### src/rtl/hazard_stall_unit_pkg.sv
// Shared types for the hazard stall/flush controller: FSM states, the pipeline-enable
// bundle it drives, and the load-use match helper.
package hazard_stall_unit_pkg;

    typedef enum logic [0:0] {
        HzRun     = 1'b0,
        HzMemWait = 1'b1
    } hz_state_e;

    typedef struct packed {
        logic pc_write;
        logic ifid_write;
        logic ifid_flush;
        logic idex_write;
        logic idex_bubble;
        logic exmem_write;
        logic memwb_bubble;
    } hz_ctrl_t;

    localparam hz_ctrl_t CtrlNormal = '{
        pc_write: 1'b1, ifid_write: 1'b1, ifid_flush: 1'b0, idex_write: 1'b1,
        idex_bubble: 1'b0, exmem_write: 1'b1, memwb_bubble: 1'b0
    };

    // Whole pipeline up to EX/MEM frozen; MEM/WB takes a NOP so WB does not repeat.
    localparam hz_ctrl_t CtrlMemStall = '{
        pc_write: 1'b0, ifid_write: 1'b0, ifid_flush: 1'b0, idex_write: 1'b0,
        idex_bubble: 1'b0, exmem_write: 1'b0, memwb_bubble: 1'b1
    };

    localparam hz_ctrl_t CtrlFlush = '{
        pc_write: 1'b1, ifid_write: 1'b1, ifid_flush: 1'b1, idex_write: 1'b1,
        idex_bubble: 1'b1, exmem_write: 1'b1, memwb_bubble: 1'b0
    };

    localparam hz_ctrl_t CtrlLoadUse = '{
        pc_write: 1'b0, ifid_write: 1'b0, ifid_flush: 1'b0, idex_write: 1'b1,
        idex_bubble: 1'b1, exmem_write: 1'b1, memwb_bubble: 1'b0
    };

    function automatic logic load_use_hit(
        input logic       ex_memread,
        input logic [4:0] ex_rd,
        input logic [4:0] id_rs1,
        input logic [4:0] id_rs2,
        input logic       id_use_rs1,
        input logic       id_use_rs2
    );
        logic hit1;
        logic hit2;
        hit1 = id_use_rs1 && (ex_rd == id_rs1);
        hit2 = id_use_rs2 && (ex_rd == id_rs2);
        return ex_memread && (ex_rd != 5'd0) && (hit1 || hit2);
    endfunction

endpackage

### src/rtl/hazard_stall_unit_sat_counter.sv
// Saturating up-counter with synchronous active-low clear, used for stall/flush statistics.
module sat_counter #(
    parameter int unsigned W = 32
) (
    input  logic         clk,
    input  logic         rst_n,
    input  logic         inc,
    output logic [W-1:0] cnt
);

    logic [W-1:0] cnt_q;
    logic [W-1:0] cnt_d;

    always_comb begin
        cnt_d = cnt_q;
        if (inc && (cnt_q != {W{1'b1}})) begin
            cnt_d = cnt_q + 1'b1;
        end
    end

    always_ff @(posedge clk) begin
        if (!rst_n) begin
            cnt_q <= '0;
        end else begin
            cnt_q <= cnt_d;
        end
    end

    assign cnt = cnt_q;

endmodule

### src/rtl/hazard_stall_unit.sv
// Stall/flush controller beside the pipeline registers: load-use bubbles, data-memory wait
// freezes and taken-branch flushes, with a sticky memory timeout and performance counters.
module hazard_stall_unit
    import hazard_stall_unit_pkg::*;
#(
    parameter int unsigned MEM_TIMEOUT = 64,
    parameter int unsigned CNT_W       = 32
) (
    input  logic             clk,
    input  logic             rst_n,
    input  logic [4:0]       ID_rs1,
    input  logic [4:0]       ID_rs2,
    input  logic             ID_use_rs1,
    input  logic             ID_use_rs2,
    input  logic [4:0]       EX_rd,
    input  logic             EX_memread,
    input  logic             EX_branch_taken,
    input  logic             MEM_req,
    input  logic             MEM_ready,
    output logic             PC_write,
    output logic             IFID_write,
    output logic             IFID_flush,
    output logic             IDEX_write,
    output logic             IDEX_bubble,
    output logic             EXMEM_write,
    output logic             MEMWB_bubble,
    output logic             mem_timeout,
    output logic [CNT_W-1:0] stall_cnt,
    output logic [CNT_W-1:0] flush_cnt
);

    localparam int unsigned    WaitW    = $clog2(MEM_TIMEOUT);
    localparam logic [WaitW-1:0] WaitLast = WaitW'(MEM_TIMEOUT - 1);

    hz_state_e        state_q;
    hz_state_e        state_d;
    logic             pending_flush_q;
    logic             pending_flush_d;
    logic [WaitW-1:0] wait_cnt_q;
    logic [WaitW-1:0] wait_cnt_d;
    logic             timeout_q;
    logic             timeout_d;

    logic     mem_stall;
    logic     load_use;
    logic     flush_now;
    hz_ctrl_t ctrl;

    assign mem_stall = MEM_req && !MEM_ready;
    assign load_use  = load_use_hit(EX_memread, EX_rd, ID_rs1, ID_rs2, ID_use_rs1, ID_use_rs2);
    assign flush_now = (EX_branch_taken || pending_flush_q) && !mem_stall;

    always_comb begin
        ctrl = CtrlNormal;
        if (rst_n) begin
            if (mem_stall) begin
                ctrl = CtrlMemStall;
            end else if (flush_now) begin
                ctrl = CtrlFlush;
            end else if (load_use) begin
                ctrl = CtrlLoadUse;
            end
        end
    end

    always_comb begin
        state_d    = state_q;
        wait_cnt_d = '0;
        timeout_d  = timeout_q;
        // A branch frozen in EX must still flush once the memory releases the pipeline.
        pending_flush_d = mem_stall && (pending_flush_q || EX_branch_taken);

        unique case (state_q)
            HzRun: begin
                if (mem_stall) begin
                    state_d = HzMemWait;
                end
            end
            HzMemWait: begin
                // Leaving on MEM_ready or on a cancelled request; either way no stall this cycle.
                if (!mem_stall) begin
                    state_d = HzRun;
                end else begin
                    if (wait_cnt_q == WaitLast) begin
                        timeout_d = 1'b1;
                    end else begin
                        wait_cnt_d = wait_cnt_q + 1'b1;
                    end
                    if (wait_cnt_q == WaitLast) begin
                        wait_cnt_d = wait_cnt_q;
                    end
                end
            end
            default: begin
                state_d = HzRun;
            end
        endcase
    end

    always_ff @(posedge clk) begin
        if (!rst_n) begin
            state_q         <= HzRun;
            pending_flush_q <= 1'b0;
            wait_cnt_q      <= '0;
            timeout_q       <= 1'b0;
        end else begin
            state_q         <= state_d;
            pending_flush_q <= pending_flush_d;
            wait_cnt_q      <= wait_cnt_d;
            timeout_q       <= timeout_d;
        end
    end

    assign PC_write     = ctrl.pc_write;
    assign IFID_write   = ctrl.ifid_write;
    assign IFID_flush   = ctrl.ifid_flush;
    assign IDEX_write   = ctrl.idex_write;
    assign IDEX_bubble  = ctrl.idex_bubble;
    assign EXMEM_write  = ctrl.exmem_write;
    assign MEMWB_bubble = ctrl.memwb_bubble;
    assign mem_timeout  = timeout_q;

    sat_counter #(
        .W(CNT_W)
    ) u_stall_cnt (
        .clk  (clk),
        .rst_n(rst_n),
        .inc  (!ctrl.pc_write),
        .cnt  (stall_cnt)
    );

    sat_counter #(
        .W(CNT_W)
    ) u_flush_cnt (
        .clk  (clk),
        .rst_n(rst_n),
        .inc  (ctrl.ifid_flush),
        .cnt  (flush_cnt)
    );

endmodule

### config.mk
export PLATFORM = sky130hd
export DESIGN_NAME = hazard_stall_unit
export DESIGN_NICKNAME = d
export VERILOG_FILES = /design/src/rtl/hazard_stall_unit_pkg.sv /design/src/rtl/hazard_stall_unit_sat_counter.sv /design/src/rtl/hazard_stall_unit.sv
export SDC_FILE = /design/constraint.sdc
export NUM_CORES = 1
export LEC_CHECK = 0
export ABC_AREA = 0
export CAP_MARGIN = 30
export CORE_MARGIN = 2
export CORE_UTILIZATION = 46
export CTS_BUF_LIST = sky130_fd_sc_hd__clkbuf_2
export DETAILED_ROUTE_END_ITERATION = 12
export PLACE_DENSITY = 0.79
export SKIP_LAST_GASP = 1
export SYNTH_ARGS = -nofsm -noshare
export SYNTH_HDL_FRONTEND = slang
export SYNTH_SLANG_ARGS = --single-unit
### constraint.sdc
create_clock -name clk -period 2.2 [get_ports clk]
set_input_delay 0.33 -clock clk [delete_from_list [all_inputs] [get_ports clk]]
set_output_delay 0.33 -clock clk [all_outputs]
set_load 0.02 [all_outputs]
==> impl_metrics.py, run 1 <==
metrics = {
    "worst_setup_path": {
        "cp.arrival_ns": 2.69,
        "endpoint_kind": "register",
        "cpMostUsedCell": "or4_4",
        "cp_max_fo": 8,
        "regToRegSetupSlack_ns": 0.003,
        "required_ns": 2.69,
        "crit_chain": "ha_4 -> nand2_2 -> or4_4 -> or4_4 -> or3_1 -> a21oi_1",
        "worstRegToRegCells": 6,
        "rr_startpoint": "u_flush_cnt.cnt[0]",
        "crit_type": "reg2reg",
        "timing.rr.end": "u_flush_cnt.cnt[24]",
        "crit_family": "simple AND/OR/NAND/NOR gates",
        "critPathMaxStageDelay_ns": 0.56,
        "worst-path-buf-inv": 0,
        "cp-start-kind": "register",
        "cp_slowest_cell": "or4_4",
    },
    "clocking": {
        "cts_tree": "yes",
        "numCtsBuffers": 9,
        "cts_root_buf": "clkbuf_2",
        "clock_latency_ns": 0.56,
        "htreeDepth": 3,
        "cts.path.max_buffers": 2,
        "hold_buffers": 0,
        "cts.sinks": 73,
        "clk_pin_slew_ns": 0.21,
    },
    "sta": {
        "fmax_ghz": 0.455,
        "hold_viol": 0,
        "setup_viol": 0,
        "slew_headroom": 0.670,
        "worst_pin_slew_ns": 0.492,
        "rsz0062_at_grt": "yes",
        "setup_tns_ns": 0,
        "period_needed_ns": 2.20,
        "min_period_over_period": 0.998,
        "finalClockSkew_ns": 0.0447,
        "drv_slew": 0,
    },
    "global_route": {
        "grt_pass1_vias": 3844,
        "grt_overflow": 0,
        "grt_util_all_layers": 0.243,
        "grt_max_degree": 43,
        "grt_pass1_wl_mm": 17.2,
        "antenna_found_initial": 0,
    },
    "cells_and_area": {
        "final_cell_mix": "82 x clkdlybuf4s50_1, 79 x buf_4, 53 x dfxtp_1, 42 x nor2_1, 41 x nand2_1",
        "area_growth_syn_to_layout_pct": 52.4,
        "nNetsFinal": 643,
        "finalNonFillerCells": 724,
        "antenna_cells": 0,
        "final_common_cell": "clkdlybuf4s50_1",
        "fin_util": 0.729,
        "drive_gt1_frac": 0.241,
    },
    "yosys": {
        "synth_area_leaders": "dfxtp_1 39%, xnor2_1 5.2%, nand2_1 4.3%, nor2_1 4.3%, xor2_1 4.0%",
        "yosysWarnings": 0,
        "avgSynthCellArea_um2": 8.28,
        "syn_area_mm2": 0.00373,
        "yosysTopAreaCellShare": 0.392,
        "synthDistinctLibCells": 43,
        "synthCells": 451,
        "synth-seq-cells": 73,
        "syn-num-nets": 477,
        "yosysSeqAreaShare": 0.392,
        "yosysTopAreaCell": "dfxtp_1",
    },
    "detailed_routing": {
        "viasPerCell": 5.56,
        "wirelength_mm": 11.3,
        "first_pass_iters": 4,
        "wire_per_inst_um": 15.6,
        "drc_errors": 0,
        "vias": 4023,
        "ant_nets": 0,
        "drt_iter0_markers": 146,
    },
    "power_and_ir_drop": {
        "leakage_nw": 2.13,
        "p_clk_frac": 0.397,
        "p_per_area_mw_per_mm2": 449,
        "p_int_mw": 1.94,
        "power_mw": 2.55,
        "p_switching_mw": 0.618,
        "p_seq_frac": 0.521,
        "switching_share": 0.242,
        "comb_power_share": 0.082,
        "peakVddDrop_mv": 0.449,
    },
    "placed_design": {
        "dp_cells": 695,
        "routabilityCongestion": 0.867,
        "hpwl_mm": 7.94,
        "port_buffers": 94,
    },
    "hold_path": {
        "holdPathEnd": "state_q",
        "min_path_type": "in2reg",
        "min-delay-start": "rst_n",
        "worstHoldPathCells": 3,
    },
    "floorplanning": {
        "dieWidth_um": 94.1,
        "std_cell_rows": 32,
        "initial_core_util": 0.478,
        "io_pins": 95,
        "core_area_mm2": 0.00781,
        "dieArea_mm2": 0.00885,
        "die_y_um": 94.1,
    },
    "job": {
        "drv_cap": 0,
    },
    "status": {
        "outcome": "complete, no violations",
    },
}
==> tightest hold or removal path, delay by kind of cell <==
family,cells,cell delay (ns)
simple gates,1,0.06
buf+inv,2,0.59
==> cells by family after synthesis <==
group | Yosys count | synth area share
mux | 12 | 0.0322
flops | 73 | 0.392
buf+inv | 32 | 0.0349
fa+ha+maj | 3 | 0.0101
compound gates | 72 | 0.115
xor+xnor | 39 | 0.0915
simple gates | 220 | 0.325
==> layer usage <==
metal | part of all wire | wire length [um] | vias to the layer above | global-route usage
li1 | - | - | 1978 | -
met1 | 0.40 | 4570 | 1901 | 0.283
met2 | 0.51 | 5720 | 128 | 0.431
met3 | 0.070 | 785 | 16 | 0.0490
met4 | 0.019 | 218 | 0 | 0.103
met5 | 0 | 0 | - | 0
==> final cells by class <==
cell class | count | area [um^2]
Clock buffer | 10 | 50.0
Clock inverter | 6 | 116
Fill cell | 589 | 2120
Inverter | 9 | 33.8
Multi-Input combinational cell | 346 | 2240
Sequential cell | 73 | 1490
Tap cell | 102 | 128
Timing Repair Buffer | 178 | 1620
==> cells in the mapped netlist, drive strengths merged <==
cell type,instances
a31oi,2
o21ai,20
o211ai,7
inv,9
nor2,44
nor2b,1
nand2b,9
nand4b,1
nor3b,1
nand4,17
a21oi,25
nor3,10
and2b,1
xnor2,22
mux2i,12
clkbuf,19
and4,12
nor4b,2
or4,13
ha,3
and4bb,1
dfxtp,73
o22ai,1
o41ai,3
and2,5
nand2,43
xor2,17
buf,4
o31ai,10
or3,15
and3,9
nand3,27
a211oi,3
nor4,9
o2111ai,1
==> worst max-delay path by stage <==
stage / startpoint / end / slack [ns] / cells after the start
finish: u_flush_cnt.cnt[0] / u_flush_cnt.cnt[24] / 0.003 / 6
floorplan: u_flush_cnt.cnt[9] / u_flush_cnt.cnt[24] / -0.0003 / 6
global route: u_flush_cnt.cnt[0] / u_flush_cnt.cnt[24] / -0.06 / 6
detailed placement: EX_rd[0] / IFID_write / -0.67 / 7
global placement: EX_rd[0] / IFID_write / -0.64 / 7
CTS: EX_rd[3] / IFID_write / -0.03 / 7
==> sequential cells by signal (all words and copies together) (netlist names) <==
| signal | count |
|---|---|
| mem_timeout | 1 |
| pending_flush_q | 1 |
| state_q | 1 |
| u_flush_cnt.cnt | 32 |
| u_stall_cnt.cnt | 32 |
| wait_cnt_q | 6 |
==> power by group through the flow <==
stage / Clock [mW] / Sequential [mW] / Combinational, mW
finish: 1.01 / 1.33 / 0.210
global route: 1.07 / 1.33 / 0.223
detailed placement: 0 / 1.36 / 0.193
global placement: 0 / 1.36 / 0.188
floorplan: 0 / 1.36 / 0.0800
CTS: 1.02 / 1.33 / 0.196
==> stage by stage <==
| step | area [um^2] | worst slack [ns] | hold WS [ns] |
|---|---|---|---|
| after floorplan | 3770 | -0.000303 | 0.479 |
| after global placement | 5300 | -0.642 | 0.439 |
| after detailed placement | 5300 | -0.669 | 0.452 |
| after CTS | 5480 | -0.0264 | 0.465 |
| after global routing | 5690 | -0.0583 | 0.499 |
| final | 5690 | 0.00346 | 0.461 |
==> timing repair <==
item / 4_1_cts / 5_1_grt
gates resized for setup: 24 / 37
gates cloned: 0 / 2
setup buffers: 1 / 10
pin swaps: 3 / 14
endpoints found under the setup margin: 8 / 39
Note: power is estimated with default switching activity, not from simulation.
==> inputs of run 2 (changes only) <==
SLEW_MARGIN = 30   (was unset)
==> results of run 2 <==
The final DEF is identical to that of run 1; final timing and power are the same.
